**src/rtl/regfile_wr_arbiter_if.sv**
```systemverilog
// Write-port bundle between the write-back requesters and the register-file write arbiter.
// The slave modport is the arbiter side; the master modport is the requester/test side.
interface regfile_wr_arbiter_if #(
    parameter int unsigned NREQ   = 2,
    parameter int unsigned DATA_W = 32,
    parameter int unsigned ADDR_W = 5
);
    logic [NREQ-1:0]        req_valid;
    logic [NREQ*ADDR_W-1:0] req_addr;
    logic [NREQ*DATA_W-1:0] req_data;
    logic [NREQ-1:0]        req_ready;
    logic                   clr_start;
    logic                   busy;
    logic                   rf_we;
    logic [ADDR_W-1:0]      rf_waddr;
    logic [DATA_W-1:0]      rf_wdata;

    modport slave (
        input  req_valid,
        input  req_addr,
        input  req_data,
        input  clr_start,
        output req_ready,
        output busy,
        output rf_we,
        output rf_waddr,
        output rf_wdata
    );

    modport master (
        output req_valid,
        output req_addr,
        output req_data,
        output clr_start,
        input  req_ready,
        input  busy,
        input  rf_we,
        input  rf_waddr,
        input  rf_wdata
    );
endinterface

```
**src/rtl/regfile_wr_arbiter.sv**
```systemverilog
// Round-robin arbiter for the register file's single write port, with $zero write drop
// and a 32-entry clear sequence that zeroes every register.
module regfile_wr_arbiter #(
    parameter int unsigned NREQ   = 2,
    parameter int unsigned DATA_W = 32,
    parameter int unsigned ADDR_W = 5
) (
    input  logic                 clk,
    input  logic                 reset,
    regfile_wr_arbiter_if.slave  bus
);
    localparam int unsigned PtrW = (NREQ > 1) ? $clog2(NREQ) : 1;
    localparam logic [ADDR_W-1:0] LastAddr = {ADDR_W{1'b1}};

    typedef enum logic {StRun, StClear} state_e;

    state_e              state_q, state_d;
    logic [PtrW-1:0]     ptr_q, ptr_d;
    logic [ADDR_W-1:0]   cnt_q, cnt_d;
    logic                we_q, we_d;
    logic [ADDR_W-1:0]   waddr_q, waddr_d;
    logic [DATA_W-1:0]   wdata_q, wdata_d;

    logic                gnt_found;
    logic [PtrW-1:0]     gnt_idx;
    logic [PtrW-1:0]     idx;
    logic [PtrW-1:0]     ptr_inc;
    logic [ADDR_W-1:0]   sel_addr;
    logic [DATA_W-1:0]   sel_data;
    logic                xfer;

    // Search upward from ptr_q, wrapping, for the first valid requester.
    always_comb begin
        gnt_found = 1'b0;
        gnt_idx   = '0;
        idx       = '0;
        for (int unsigned k = 0; k < NREQ; k++) begin
            idx = PtrW'((32'(ptr_q) + k) % NREQ);
            if (!gnt_found && bus.req_valid[idx]) begin
                gnt_found = 1'b1;
                gnt_idx   = idx;
            end
        end
    end

    always_comb begin
        sel_addr = '0;
        sel_data = '0;
        for (int unsigned i = 0; i < NREQ; i++) begin
            if (gnt_idx == PtrW'(i)) begin
                sel_addr = bus.req_addr[i*ADDR_W +: ADDR_W];
                sel_data = bus.req_data[i*DATA_W +: DATA_W];
            end
        end
    end

    assign ptr_inc = (gnt_idx == PtrW'(NREQ - 1)) ? '0 : gnt_idx + 1'b1;
    assign xfer    = gnt_found && (state_q == StRun);

    // Grants are suppressed during reset and while the clear sequence owns the port.
    always_comb begin
        bus.req_ready = '0;
        for (int unsigned i = 0; i < NREQ; i++) begin
            bus.req_ready[i] = reset && xfer && (gnt_idx == PtrW'(i));
        end
    end

    always_comb begin
        state_d = state_q;
        ptr_d   = ptr_q;
        cnt_d   = cnt_q;
        we_d    = 1'b0;
        waddr_d = waddr_q;
        wdata_d = wdata_q;
        unique case (state_q)
            StRun: begin
                if (xfer) begin
                    ptr_d = ptr_inc;
                    // Writes to $zero complete the handshake but never reach the file.
                    if (sel_addr != '0) begin
                        we_d    = 1'b1;
                        waddr_d = sel_addr;
                        wdata_d = sel_data;
                    end
                end
                if (bus.clr_start) begin
                    state_d = StClear;
                    cnt_d   = '0;
                end
            end
            StClear: begin
                we_d    = 1'b1;
                waddr_d = cnt_q;
                wdata_d = '0;
                cnt_d   = cnt_q + 1'b1;
                if (cnt_q == LastAddr) begin
                    state_d = StRun;
                end
            end
            default: state_d = StRun;
        endcase
    end

    always_ff @(posedge clk or negedge reset) begin
        if (!reset) begin
            state_q <= StRun;
            ptr_q   <= '0;
            cnt_q   <= '0;
            we_q    <= 1'b0;
            waddr_q <= '0;
            wdata_q <= '0;
        end else begin
            state_q <= state_d;
            ptr_q   <= ptr_d;
            cnt_q   <= cnt_d;
            we_q    <= we_d;
            waddr_q <= waddr_d;
            wdata_q <= wdata_d;
        end
    end

    assign bus.busy     = (state_q == StClear);
    assign bus.rf_we    = we_q;
    assign bus.rf_waddr = waddr_q;
    assign bus.rf_wdata = wdata_q;
endmodule

```
**src/flat_wrapper.sv**
```systemverilog
// flat-port wrapper written by rule: the top's interface ports become plain ports
module regfile_wr_arbiter_flat 
#(
    parameter int unsigned NREQ   = 2,
    parameter int unsigned DATA_W = 32,
    parameter int unsigned ADDR_W = 5
)
  (clk, reset, bus_req_valid, bus_req_addr, bus_req_data, bus_clr_start, bus_req_ready, bus_busy, bus_rf_we, bus_rf_waddr, bus_rf_wdata);
  regfile_wr_arbiter_if #(.NREQ(NREQ), .DATA_W(DATA_W), .ADDR_W(ADDR_W)) bus_i ();
  input  logic clk;
  input  logic reset;
  input wire logic [$bits(bus_i.req_valid)-1:0] bus_req_valid;
  input wire logic [$bits(bus_i.req_addr)-1:0] bus_req_addr;
  input wire logic [$bits(bus_i.req_data)-1:0] bus_req_data;
  input wire logic [$bits(bus_i.clr_start)-1:0] bus_clr_start;
  output wire logic [$bits(bus_i.req_ready)-1:0] bus_req_ready;
  output wire logic [$bits(bus_i.busy)-1:0] bus_busy;
  output wire logic [$bits(bus_i.rf_we)-1:0] bus_rf_we;
  output wire logic [$bits(bus_i.rf_waddr)-1:0] bus_rf_waddr;
  output wire logic [$bits(bus_i.rf_wdata)-1:0] bus_rf_wdata;
  assign bus_i.req_valid = bus_req_valid;
  assign bus_i.req_addr = bus_req_addr;
  assign bus_i.req_data = bus_req_data;
  assign bus_i.clr_start = bus_clr_start;
  assign bus_req_ready = bus_i.req_ready;
  assign bus_busy = bus_i.busy;
  assign bus_rf_we = bus_i.rf_we;
  assign bus_rf_waddr = bus_i.rf_waddr;
  assign bus_rf_wdata = bus_i.rf_wdata;
  regfile_wr_arbiter #(.NREQ(NREQ), .DATA_W(DATA_W), .ADDR_W(ADDR_W)) u_core (.clk(clk), .reset(reset), .bus(bus_i));
endmodule
```
**config.mk**
```make
export PLATFORM = sky130hd
export DESIGN_NAME = regfile_wr_arbiter_flat
export DESIGN_NICKNAME = d
export VERILOG_FILES = /design/src/rtl/regfile_wr_arbiter_if.sv /design/src/rtl/regfile_wr_arbiter.sv /design/src/flat_wrapper.sv
export SDC_FILE = /design/constraint.sdc
export NUM_CORES = 1
export LEC_CHECK = 0
export CORE_ASPECT_RATIO = 0.9
export CORE_UTILIZATION = 43
export CTS_CLUSTER_DIAMETER = 50
export CTS_CLUSTER_SIZE = 12
export DETAILED_ROUTE_END_ITERATION = 7
export PLACE_DENSITY = 0.81
export REMOVE_ABC_BUFFERS = 1
export SYNTH_ARGS = -nofsm -noshare
export SYNTH_HDL_FRONTEND = slang
export SYNTH_SLANG_ARGS = --single-unit
```
**constraint.sdc**
```tcl
create_clock -name clk -period 2.6 [get_ports clk]
set_clock_uncertainty 0.1 [all_clocks]
set_input_delay 0.52 -clock clk [delete_from_list [all_inputs] [get_ports clk]]
set_output_delay 0.52 -clock clk [all_outputs]
set_load 0.01 [all_outputs]
```
==> results.json <==
{
  "synth.distinct_cells": 42,
  "worst-path-max-fanout": 8,
  "power_mw": 2.55,
  "vias": 2835,
  "ant_nets": 0,
  "drc": 0,
  "hold_viol": 0,
  "drive_gt1_share_pct": 15.0,
  "grt_pass1_vias": 2724,
  "setup_viol": 0,
  "drtPass1Iterations": 5,
  "grt_first_pass_wirelength_um": 13300,
  "die_h_um": 79.4,
  "ys.flop_type": "dfrtp_1",
  "clk_pin_slew_worst_paths_ps": 90,
  "clk-insertion-delay-late_ps": 300,
  "cp.arrival_ps": 1800,
  "worst_setup_path_end_kind": "output port",
  "cp.buffers_inverters": 3,
  "design_area_um2": 4320,
  "ir_drop_mv": 0.422,
  "area_growth_pct": 51.2,
  "dp.final_hpwl_um": 5890,
  "crit_chain": "clkdlybuf4s50_1 -> buf_4 -> o211ai_1 -> nor2_1 -> dlygate4sd2_1",
  "rsz0062_at_grt": "false",
  "report.final.slew_viol_count": 0,
  "placed_cell_area_um2": 4210,
  "initialDrtViolationCount": 183,
  "rows": 27,
  "numCtsBuffers": 5,
  "synth_edf_count": 0,
  "start_kind": "primary input",
  "finalCritPeriodShare_pct": 92.9,
  "slowest_stage": "clkdlybuf4s50_1",
  "synth-seq-cells": 45,
  "root_buffer": "clkbuf_8",
  "grt_max_degree": 79,
  "clock-sinks": 45,
  "syn_avg_cell_area_um2": 9.40,
  "grt.total_usage_pct": 24.8,
  "multi_input_area_um2": 1570,
  "seq_area_um2": 1130,
  "maxSlewHeadroom_pct": 49.2,
  "critPathTopFamily": "buffers and inverters",
  "portBuffers": 119,
  "period_needed_ps": 2420,
  "slowest_delay_ps": 430,
  "crit_type": "in -> out",
  "postSynthCellCount": 304,
  "ctsHoldBuffers": 0,
  "async_flop_share_pct": 100,
  "hp-class": "in -> async",
  "p_leak_nw": 1.77,
  "wirelength_um": 8500,
  "initial_core_util_pct": 45.5,
  "powerDensity_nw_per_um2": 591,
  "grt.busiest_layer": "met2",
  "via_per_inst": 5.50,
  "ios": 120,
  "antenna_found_initial": 0,
  "ys_warn_count": 0,
  "core_area_um2": 6280,
  "die-area_um2": 6980,
  "required_ps": 1980,
  "met3_usage_pct": 6.24,
  "cts_tree": "yes",
  "yosysSeqAreaShare_pct": 39.4,
  "cts-htree-levels": 2,
  "grt.met1_usage_pct": 31.9,
  "place_congestion": 0.881,
  "reg2reg_slack_ps": 550,
  "cts_buffer_depth": 2,
  "worst_slew_pin_slew_ps": 762,
  "synth.cell_area_um2": 2860,
  "status": "completed",
  "num-nets-final": 508,
  "cap_violations": 0,
  "num_antenna_cells": 0,
  "use_met2_pct": 40.5,
  "globalRouteOverflowTotal": 0,
  "wl_per_cell_um": 16.5,
  "fmax_ghz": 0.414,
  "die_w_um": 88.0,
  "post-route-util_pct": 68.8,
  "fillers": 515
}
stage by stage:
step / worst slack, ps / hold slack [ps] / std cells / TNS, ps
detailed placement: -119 / 411 / 507 / -2820
floorplan: -640 / 124 / 277 / -21950
finish: 185 / 261 / 515 / 0
global placement: -40.2 / 376 / 507 / -402
global route: 99.8 / 324 / 515 / 0
CTS: 175 / 276 / 515 / 0
registers in the layout, summed over array words and instances (netlist names):
signal and count:
u_core.bus.busy 1, u_core.cnt_q 5, u_core.bus.rf_we 1, u_core.ptr_q 1, u_core.bus.rf_waddr 5, u_core.bus.rf_wdata 32
final cells by class:
cell class | instances | share of cell area (%)
Sequential cell | 45 | 26.1
Clock buffer | 7 | 2.00
Timing Repair Buffer | 143 | 32.1
Inverter | 4 | 0.347
Clock inverter | 1 | 0.695
Multi-Input combinational cell | 228 | 36.2
Tap cell | 87 | 2.52
power breakdown:
part	internal (mW)	leakage, nW	total, mW	switching (mW)
clock network	0.314	0.0585	0.552	0.239
registers	0.834	0.594	0.944	0.110
logic	0.536	1.12	1.06	0.521
what timing repair did:
| action | CTS | global route |
|---|---|---|
| endpoints found under the setup margin | 2 | 0 |
| resized for setup | 2 | 0 |
| setup buffers | 0 | 0 |
kinds of logic after synthesis:
| family | after synthesis | synth area share, % |
|---|---|---|
| simple gates | 98 | 18.6 |
| flops | 45 | 39.4 |
| fa+ha+maj | 2 | 0.875 |
| compound gates | 92 | 18.6 |
| xor+xnor | 2 | 0.613 |
| mux | 34 | 16.0 |
| buf+inv | 31 | 5.86 |
layout by cell type (no fill, tap or decap), types with 4 or more instances in the layout:
master,netlist,final
a21oi_1,37,37
buf_4,0,22
clkbuf_8,0,6
clkdlybuf4s50_1,0,116
dfrtp_1,45,44
inv_1,4,4
mux2_1,5,5
mux2_2,8,8
mux2_4,20,20
nand2_1,11,11
nand3_1,35,35
nor2_1,6,6
nor2b_1,33,33
nor4_1,5,5
o21ai_0,36,36
layer usage:
layer	share of wire (%)	up-vias
met5	0	-
met4	1.8	0
met3	9.3	15
met2	47	135
met1	42	1339
li1	-	1346
final timing paths:
path,from,depth (start not counted),to
max reg2reg,u_core.ptr_q$_DFFE_PN0P_,5,u_core.bus.rf_wdata[19]$_DFFE_PN0P_
max,bus_req_valid[1],5,bus_req_ready[0]
min reg2reg,u_core.ptr_q$_DFFE_PN0P_,1,u_core.ptr_q$_DFFE_PN0P_
max in group asynchronous,reset,2,u_core.bus.busy$_DFF_PN0_
min in group clk,u_core.ptr_q$_DFFE_PN0P_,1,u_core.ptr_q$_DFFE_PN0P_
min,reset,2,u_core.bus.rf_wdata[16]$_DFFE_PN0P_
synthesized netlist by cell type, drive strengths merged (2+ instances only):
cell	number	area [µm²]
dfrtp	45	1130
a21oi	37	185
o21ai	36	180
nand3	35	175
mux2	33	447
nor2b	33	206
clkbuf	19	71.3
nand2	11	41.3
buf	8	81.3
nor2	6	22.5
nor4	5	31.3
inv	4	15.0
a2111oi	2	23.8
a221o	2	20.0
a22oi	2	15.0
ha	2	25.0
nor3	2	10.0
o22ai	2	12.5
o311a	2	20.0
or4	2	15.0
worst reg2reg max path: stages (launching register included):
cell and delay, ps:
dfrtp_1 410, nand2b_1 240, a2111oi_2 420, a211o_2 230
buf_12 190, mux2_2 360
Note: power is estimated with default switching activity, not from simulation.
